$ cat src/rtl/cordic_ctrl_pkg.sv
// Shared types and constants for the CORDIC command sequencer: phase encoding,
// latched-command layout, function-code rules and Q2.14 reference values.
package cordic_ctrl_pkg;

  localparam int FUNC_W   = 4;
  localparam int DATA_W   = 16;
  localparam int MAX_FUNC = 8;

  // Function codes that carry a second operand; every other legal code skips OP2.
  localparam logic [FUNC_W-1:0] FN_TWO_OP_0 = 4'd0;
  localparam logic [FUNC_W-1:0] FN_TWO_OP_1 = 4'd1;
  localparam logic [FUNC_W-1:0] FN_TWO_OP_7 = 4'd7;

  localparam logic [DATA_W-1:0] ONE  = 16'h4000;
  localparam logic [DATA_W-1:0] HALF = 16'h2000;

  typedef enum logic [2:0] {
    ST_IDLE   = 3'd0,
    ST_FUNC   = 3'd1,
    ST_OP1    = 3'd2,
    ST_OP2    = 3'd3,
    ST_GO     = 3'd4,
    ST_RESULT = 3'd5
  } state_t;

  typedef struct packed {
    logic [FUNC_W-1:0] func;
    logic [DATA_W-1:0] op1;
    logic [DATA_W-1:0] op2;
  } cmd_t;

  function automatic logic is_two_op(input logic [FUNC_W-1:0] func);
    return (func == FN_TWO_OP_0) || (func == FN_TWO_OP_1) || (func == FN_TWO_OP_7);
  endfunction

endpackage

$ cat src/rtl/cordic_cmd_sequencer_if.sv
// Command request channel into the sequencer; valid/ready handshake, the source
// holds func/op1/op2 stable until ready is seen.
interface cordic_cmd_sequencer_if;
  import cordic_ctrl_pkg::*;

  logic              req_valid;
  logic              req_ready;
  logic [FUNC_W-1:0] req_func;
  logic [DATA_W-1:0] req_op1;
  logic [DATA_W-1:0] req_op2;

  modport master (
    output req_valid,
    output req_func,
    output req_op1,
    output req_op2,
    input  req_ready
  );

  modport slave (
    input  req_valid,
    input  req_func,
    input  req_op1,
    input  req_op2,
    output req_ready
  );

endinterface

$ cat src/rtl/cordic_cmd_sequencer_phase_timer.sv
// Phase length counter: cleared on phase entry, counts up each cycle, expire is
// combinational when the count reaches the supplied limit; no backpressure.
module phase_timer #(
  parameter int CNT_W = 8
) (
  input  logic             clk,
  input  logic             reset,
  input  logic             clear,
  input  logic [CNT_W-1:0] limit,
  output logic             expire
);

  logic [CNT_W-1:0] cnt_q;

  always_ff @(posedge clk or posedge reset) begin
    if (reset) begin
      cnt_q <= '0;
    end else if (clear) begin
      cnt_q <= '0;
    end else begin
      cnt_q <= cnt_q + 1'b1;
    end
  end

  assign expire = (cnt_q == limit);

endmodule

$ cat src/rtl/cordic_cmd_sequencer.sv
// Steps one command through FUNC/OP1/[OP2]/GO/RESULT on the CORDIC st/sw_in pins;
// done lands 3 or 4 x (HOLD_CYCLES+1) + RESULT_CYCLES + 2 after accept; ready only in IDLE.
module cordic_cmd_sequencer
  import cordic_ctrl_pkg::*;
#(
  parameter int HOLD_CYCLES   = 70,
  parameter int RESULT_CYCLES = 70,
  parameter int CNT_W         = 8,
  parameter int MAX_FUNC      = cordic_ctrl_pkg::MAX_FUNC
) (
  input  logic                   clk,
  input  logic                   reset,
  cordic_cmd_sequencer_if.slave  req,
  output logic                   st,
  output logic [DATA_W-1:0]      sw_in,
  output logic                   busy,
  output logic                   done,
  output logic                   err
);

  state_t            state_q, state_d;
  cmd_t              cmd_q;
  logic [DATA_W-1:0] sw_q, sw_d;
  logic              done_q, err_q;
  logic              accept, legal, expire, phase_end;
  logic [CNT_W-1:0]  limit;

  assign req.req_ready = (state_q == ST_IDLE);
  assign accept        = req.req_valid && req.req_ready;
  assign legal         = (int'(req.req_func) <= MAX_FUNC);

  assign limit     = (state_q == ST_RESULT) ? CNT_W'(RESULT_CYCLES) : CNT_W'(HOLD_CYCLES);
  assign phase_end = (state_q != ST_IDLE) && expire;

  // Held clear in IDLE so every phase starts counting from zero on entry.
  phase_timer #(.CNT_W(CNT_W)) u_timer (
    .clk    (clk),
    .reset  (reset),
    .clear  ((state_q == ST_IDLE) || phase_end),
    .limit  (limit),
    .expire (expire)
  );

  always_comb begin
    state_d = state_q;
    sw_d    = sw_q;
    case (state_q)
      ST_IDLE: begin
        if (accept && legal) begin
          state_d = ST_FUNC;
          sw_d    = {{(DATA_W-FUNC_W){1'b0}}, req.req_func};
        end
      end
      ST_FUNC: begin
        if (phase_end) begin
          state_d = ST_OP1;
          sw_d    = cmd_q.op1;
        end
      end
      ST_OP1: begin
        if (phase_end) begin
          if (is_two_op(cmd_q.func)) begin
            state_d = ST_OP2;
            sw_d    = cmd_q.op2;
          end else begin
            state_d = ST_GO;
            sw_d    = '0;
          end
        end
      end
      ST_OP2: begin
        if (phase_end) begin
          state_d = ST_GO;
          sw_d    = '0;
        end
      end
      ST_GO: begin
        if (phase_end) begin
          state_d = ST_RESULT;
          sw_d    = '0;
        end
      end
      ST_RESULT: begin
        if (phase_end) begin
          state_d = ST_IDLE;
        end
      end
      default: begin
        state_d = ST_IDLE;
        sw_d    = '0;
      end
    endcase
  end

  always_ff @(posedge clk or posedge reset) begin
    if (reset) begin
      state_q <= ST_IDLE;
      sw_q    <= '0;
      cmd_q   <= '0;
      done_q  <= 1'b0;
      err_q   <= 1'b0;
    end else begin
      state_q <= state_d;
      sw_q    <= sw_d;
      done_q  <= (state_q == ST_RESULT) && phase_end;
      err_q   <= accept && !legal;
      if (accept && legal) begin
        cmd_q <= '{func: req.req_func, op1: req.req_op1, op2: req.req_op2};
      end
    end
  end

  assign st    = phase_end;
  assign sw_in = sw_q;
  assign busy  = (state_q != ST_IDLE);
  assign done  = done_q;
  assign err   = err_q;

endmodule

$ cat src/flat_wrapper.sv
// flat-port wrapper written by rule: the top's interface ports become plain ports
module cordic_cmd_sequencer_flat import cordic_ctrl_pkg::*;
#(
  parameter int HOLD_CYCLES   = 70,
  parameter int RESULT_CYCLES = 70,
  parameter int CNT_W         = 8,
  parameter int MAX_FUNC      = cordic_ctrl_pkg::MAX_FUNC
)
  (clk, reset, st, sw_in, busy, done, err, req_req_valid, req_req_func, req_req_op1, req_req_op2, req_req_ready);
  cordic_cmd_sequencer_if req_i ();
  input  logic clk;
  input  logic reset;
  output logic st;
  output logic [DATA_W-1:0] sw_in;
  output logic busy;
  output logic done;
  output logic err;
  input wire logic [$bits(req_i.req_valid)-1:0] req_req_valid;
  input wire logic [$bits(req_i.req_func)-1:0] req_req_func;
  input wire logic [$bits(req_i.req_op1)-1:0] req_req_op1;
  input wire logic [$bits(req_i.req_op2)-1:0] req_req_op2;
  output wire logic [$bits(req_i.req_ready)-1:0] req_req_ready;
  assign req_i.req_valid = req_req_valid;
  assign req_i.req_func = req_req_func;
  assign req_i.req_op1 = req_req_op1;
  assign req_i.req_op2 = req_req_op2;
  assign req_req_ready = req_i.req_ready;
  cordic_cmd_sequencer #(.HOLD_CYCLES(HOLD_CYCLES), .RESULT_CYCLES(RESULT_CYCLES), .CNT_W(CNT_W), .MAX_FUNC(MAX_FUNC)) u_core (.clk(clk), .reset(reset), .req(req_i), .st(st), .sw_in(sw_in), .busy(busy), .done(done), .err(err));
endmodule
$ cat config.mk
export PLATFORM = sky130hd
export DESIGN_NAME = cordic_cmd_sequencer_flat
export DESIGN_NICKNAME = d
export VERILOG_FILES = /design/src/rtl/cordic_ctrl_pkg.sv /design/src/rtl/cordic_cmd_sequencer_if.sv /design/src/rtl/cordic_cmd_sequencer_phase_timer.sv /design/src/rtl/cordic_cmd_sequencer.sv /design/src/flat_wrapper.sv
export SDC_FILE = /design/constraint.sdc
export NUM_CORES = 1
export LEC_CHECK = 0
export ABC_AREA = 1
export CAP_MARGIN = 15
export CORE_AREA = 5 5 69 102
export CTS_BUF_LIST = sky130_fd_sc_hd__clkbuf_8
export DETAILED_ROUTE_END_ITERATION = 10
export DIE_AREA = 0 0 74 107
export GPL_TIMING_DRIVEN = 0
export PLACE_DENSITY = 0.86
export SLEW_MARGIN = 20
export SYNTH_ARGS = -nofsm -noshare
export SYNTH_HDL_FRONTEND = slang
export SYNTH_SLANG_ARGS = --single-unit
$ cat constraint.sdc
create_clock -name clk -period 5.1 [get_ports clk]
set_input_delay 1.02 -clock clk [delete_from_list [all_inputs] [get_ports clk]]
set_output_delay 1.02 -clock clk [all_outputs]
set_load 0.05 [all_outputs]
==> flow_summary_export.csv <==
group,metric,value,unit
outcome,outcome,"completed",
finish,final_cell_mix,"nand2_1 (204), dfrtp_1 (65), clkdlybuf4s50_1 (59)",
grt,grt_pass1_wl,11650,um
floorplan,dieArea,0.007918,mm^2
clocking,htreeDepth,3,
clocking,cts_tree,"yes",
synth,yosysWarningCount,0,
critical_path,r2r_end,"u_core.sw_in[13]",
clocking,cts_root_buf,"clkbuf_8",
synth,synth_compound_area_share,2.444,%
grt,grt_pass1_vias,2611,
placed_design,gp_congestion,0.8593,
grt,overflow,0,
synth,synth_nets,427,
placed_design,placed_area,0.003726,mm^2
sta,post-route-min-period,3.291,ns
critical_path,r2r_cells,10,
placed_design,buffer_ports.inserted,59,
synth,synthAdderAreaFrac,0.8285,%
sta,hold_violations,0,
clocking,cts_buffers,9,
finish,multiInputGateArea,0.001227,mm^2
sta,tightest_slew,0.5650,ns
clocking,cts_sinks,65,
synth,synth_top_area_share,53.85,%
floorplan,core-area,0.006087,mm^2
critical_path,cp-start-kind,"flip-flop",
routing,wl_per_cell,12.72,um
sta,relSlewSlack,62.19,%
sta,slew_violations,0,
synth,synth_top_family_by_area,"simple AND/OR/NAND/NOR gates",
hold_path,hold_class,"reg -> reg",
hold_path,min-delay-start,"u_core.sw_in[2]",
sta,min_period_over_period,64.53,%
sta,fmax,303.9,MHz
finish,stdcell_count,536,
pwr,p_per_area,247.2,mW/mm^2
routing,viasPerCell,4.920,
synth,syn-cell-area,0.003020,mm^2
routing,num_vias,2637,
placed_design,dp.cells,520,
finish,register_area,0.001627,mm^2
finish,area_delta_synth_final,29.74,%
synth,yosys.area_share.simple,37.08,%
clocking,insertion_delay,0.34,ns
critical_path,arrival,2.27,ns
critical_path,rrSetupSlack,3.18,ns
critical_path,cp-end-kind,"output pin",
pwr,max-vdd-ir-drop,0.0001625,V
synth,muxShareOfSynthArea,0,%
sta,holdWs,0.4712,ns
routing,antenna_left,0,
clocking,cts.repair.resized,0,
synth,synth_xor_area_share,0.2900,%
grt,antenna_found_initial,0,
synth,ys_seq_elements,65,
job,maxCapViolations,0,
pwr,leakage,2.124,nW
synth,synth_cell_types,27,
routing,dr.pass1.iters,4,
floorplan,die-height,107,um
sta,rsz0062_at_grt,"no",
hold_path,whs_path_depth,2,
critical_path,worst-path-max-fanout,4,
synth,yosysTopAreaCell,"dfrtp_1",
clocking,cts_hold_buf,0,
routing,drt-total-wl,6817,um
finish,drive_above_1_share,9.307,%
floorplan,die_w,74,um
floorplan,ios,60,
placed_design,dp_hpwl,5210,um
finish,fill_cells,522,
critical_path,timing.rr.start,"u_core.u_timer.cnt_q[0]",
finish,layout_commonest_cell,"nand2_1",
critical_path,criticalPathCategory,"reg -> out",
critical_path,critPathRequiredTime,4.08,ns
routing,initialDrtViolationCount,192,
grt,grtUsageTotal,19.04,%
synth,synth.yosys.seq_area_share,53.85,%
floorplan,start_util,49.62,%
finish,diodes,0,
sta,finalSetupViolations,0,
hold_path,hold_end,"u_core.sw_in[2]",
clocking,path_clk_slew,0.07,ns
finish,final_design_area_no_fill,0.003919,mm^2
routing,drc,0,
synth,postSynthAreaPerCell,7.825,um^2
clocking,cts_setup_buffers,0,
synth,yosys-top-cells-area,"dfrtp_1 (54%), nand2_1 (25%), nand3_1 (6.3%)",
sta,tns,0,ns
clocking,clockBufferDepth,2,
finish,final_nets,498,
floorplan,num_rows,35,
grt,grt_max_degree,37,
sta,clock-skew-final,0.009183,ns
synth,syn_inst,386,
how the worst max path moves through the flow:
| stage | startpoint | end | cells after the start |
|---|---|---|---|
| floorplan | reset | u_core.cmd_q[0] | 1 |
| global placement | reset | u_core.cmd_q[17] | 2 |
| detailed placement | u_core.u_timer.cnt_q[0] | st | 9 |
| CTS | u_core.u_timer.cnt_q[0] | st | 9 |
| global route | u_core.u_timer.cnt_q[0] | st | 9 |
| finish | u_core.u_timer.cnt_q[0] | st | 9 |
metal layers:
metal / track usage, % / wire (um)
met5: 0 / 0
met4: 7.642 / 130
met3: 4.128 / 351
met2: 31.92 / 3525
met1: 23.30 / 2809
synthesized netlist by cell type, drive strengths merged:
| cell type | instances |
|---|---|
| ha | 2 |
| dfrtp | 65 |
| nand3 | 38 |
| inv | 22 |
| and3 | 1 |
| o211ai | 1 |
| o21ai | 4 |
| buf | 14 |
| a21boi | 1 |
| nor2 | 18 |
| nor3 | 4 |
| nor3b | 3 |
| xor2 | 1 |
| a21oi | 4 |
| nand4 | 1 |
| nand2 | 206 |
| o21bai | 1 |
sequential cells by signal, summed over array words and instances, names as in the netlist:
signal	cells
u_core.cmd_q	36
u_core.done	1
u_core.err	1
u_core.sw_in	16
u_core.u_timer.cnt_q	8
u_core.state_q	3
final cells by class:
cell class	count	area share [%]
multi-input cells	285	31.32
plain buffers	14	2.139
clock inverters	3	0.3512
inverters	22	2.171
repair buffers	60	15.58
well taps	74	2.363
clock buffers	13	4.566
flip-flops and latches	65	41.51
stage by stage:
step                      utilization, %  setup slack (ns)  total power, mW
after floorplan                        -             2.454           0.5336
after global placement             60.84             1.469           0.5671
after detailed placement           61.21             2.166           0.5696
after CTS                          64.38             1.790           0.9761
after global routing               64.38             1.631            1.003
final                              64.38             1.809           0.9688
critical path, stage by stage, from the launching register on:
cell and delay [ns]:
dfrtp_1 0.41, inv_1 0.07, ha_1 0.15, nand2_1 0.05, nor2_1 0.13, inv_1 0.05, nor2_1 0.15, nand2_1 0.07
inv_1 0.05, clkdlybuf4s50_1 0.79
kinds of logic after synthesis:
group / count (synthesis)
adders and majority gates: 2
AOI/OAI and AO/OA: 11
DFF: 65
buffers and inverters: 36
xor gates and xnor gates: 1
and+or+nand+nor: 271
report_power, final:
group | switching (mW) | internal [mW]
logic | 0.0164 | 0.0273
clock network | 0.183 | 0.226
registers | 0 | 0.516
No activity file was read; power rests on OpenSTA's default activity.
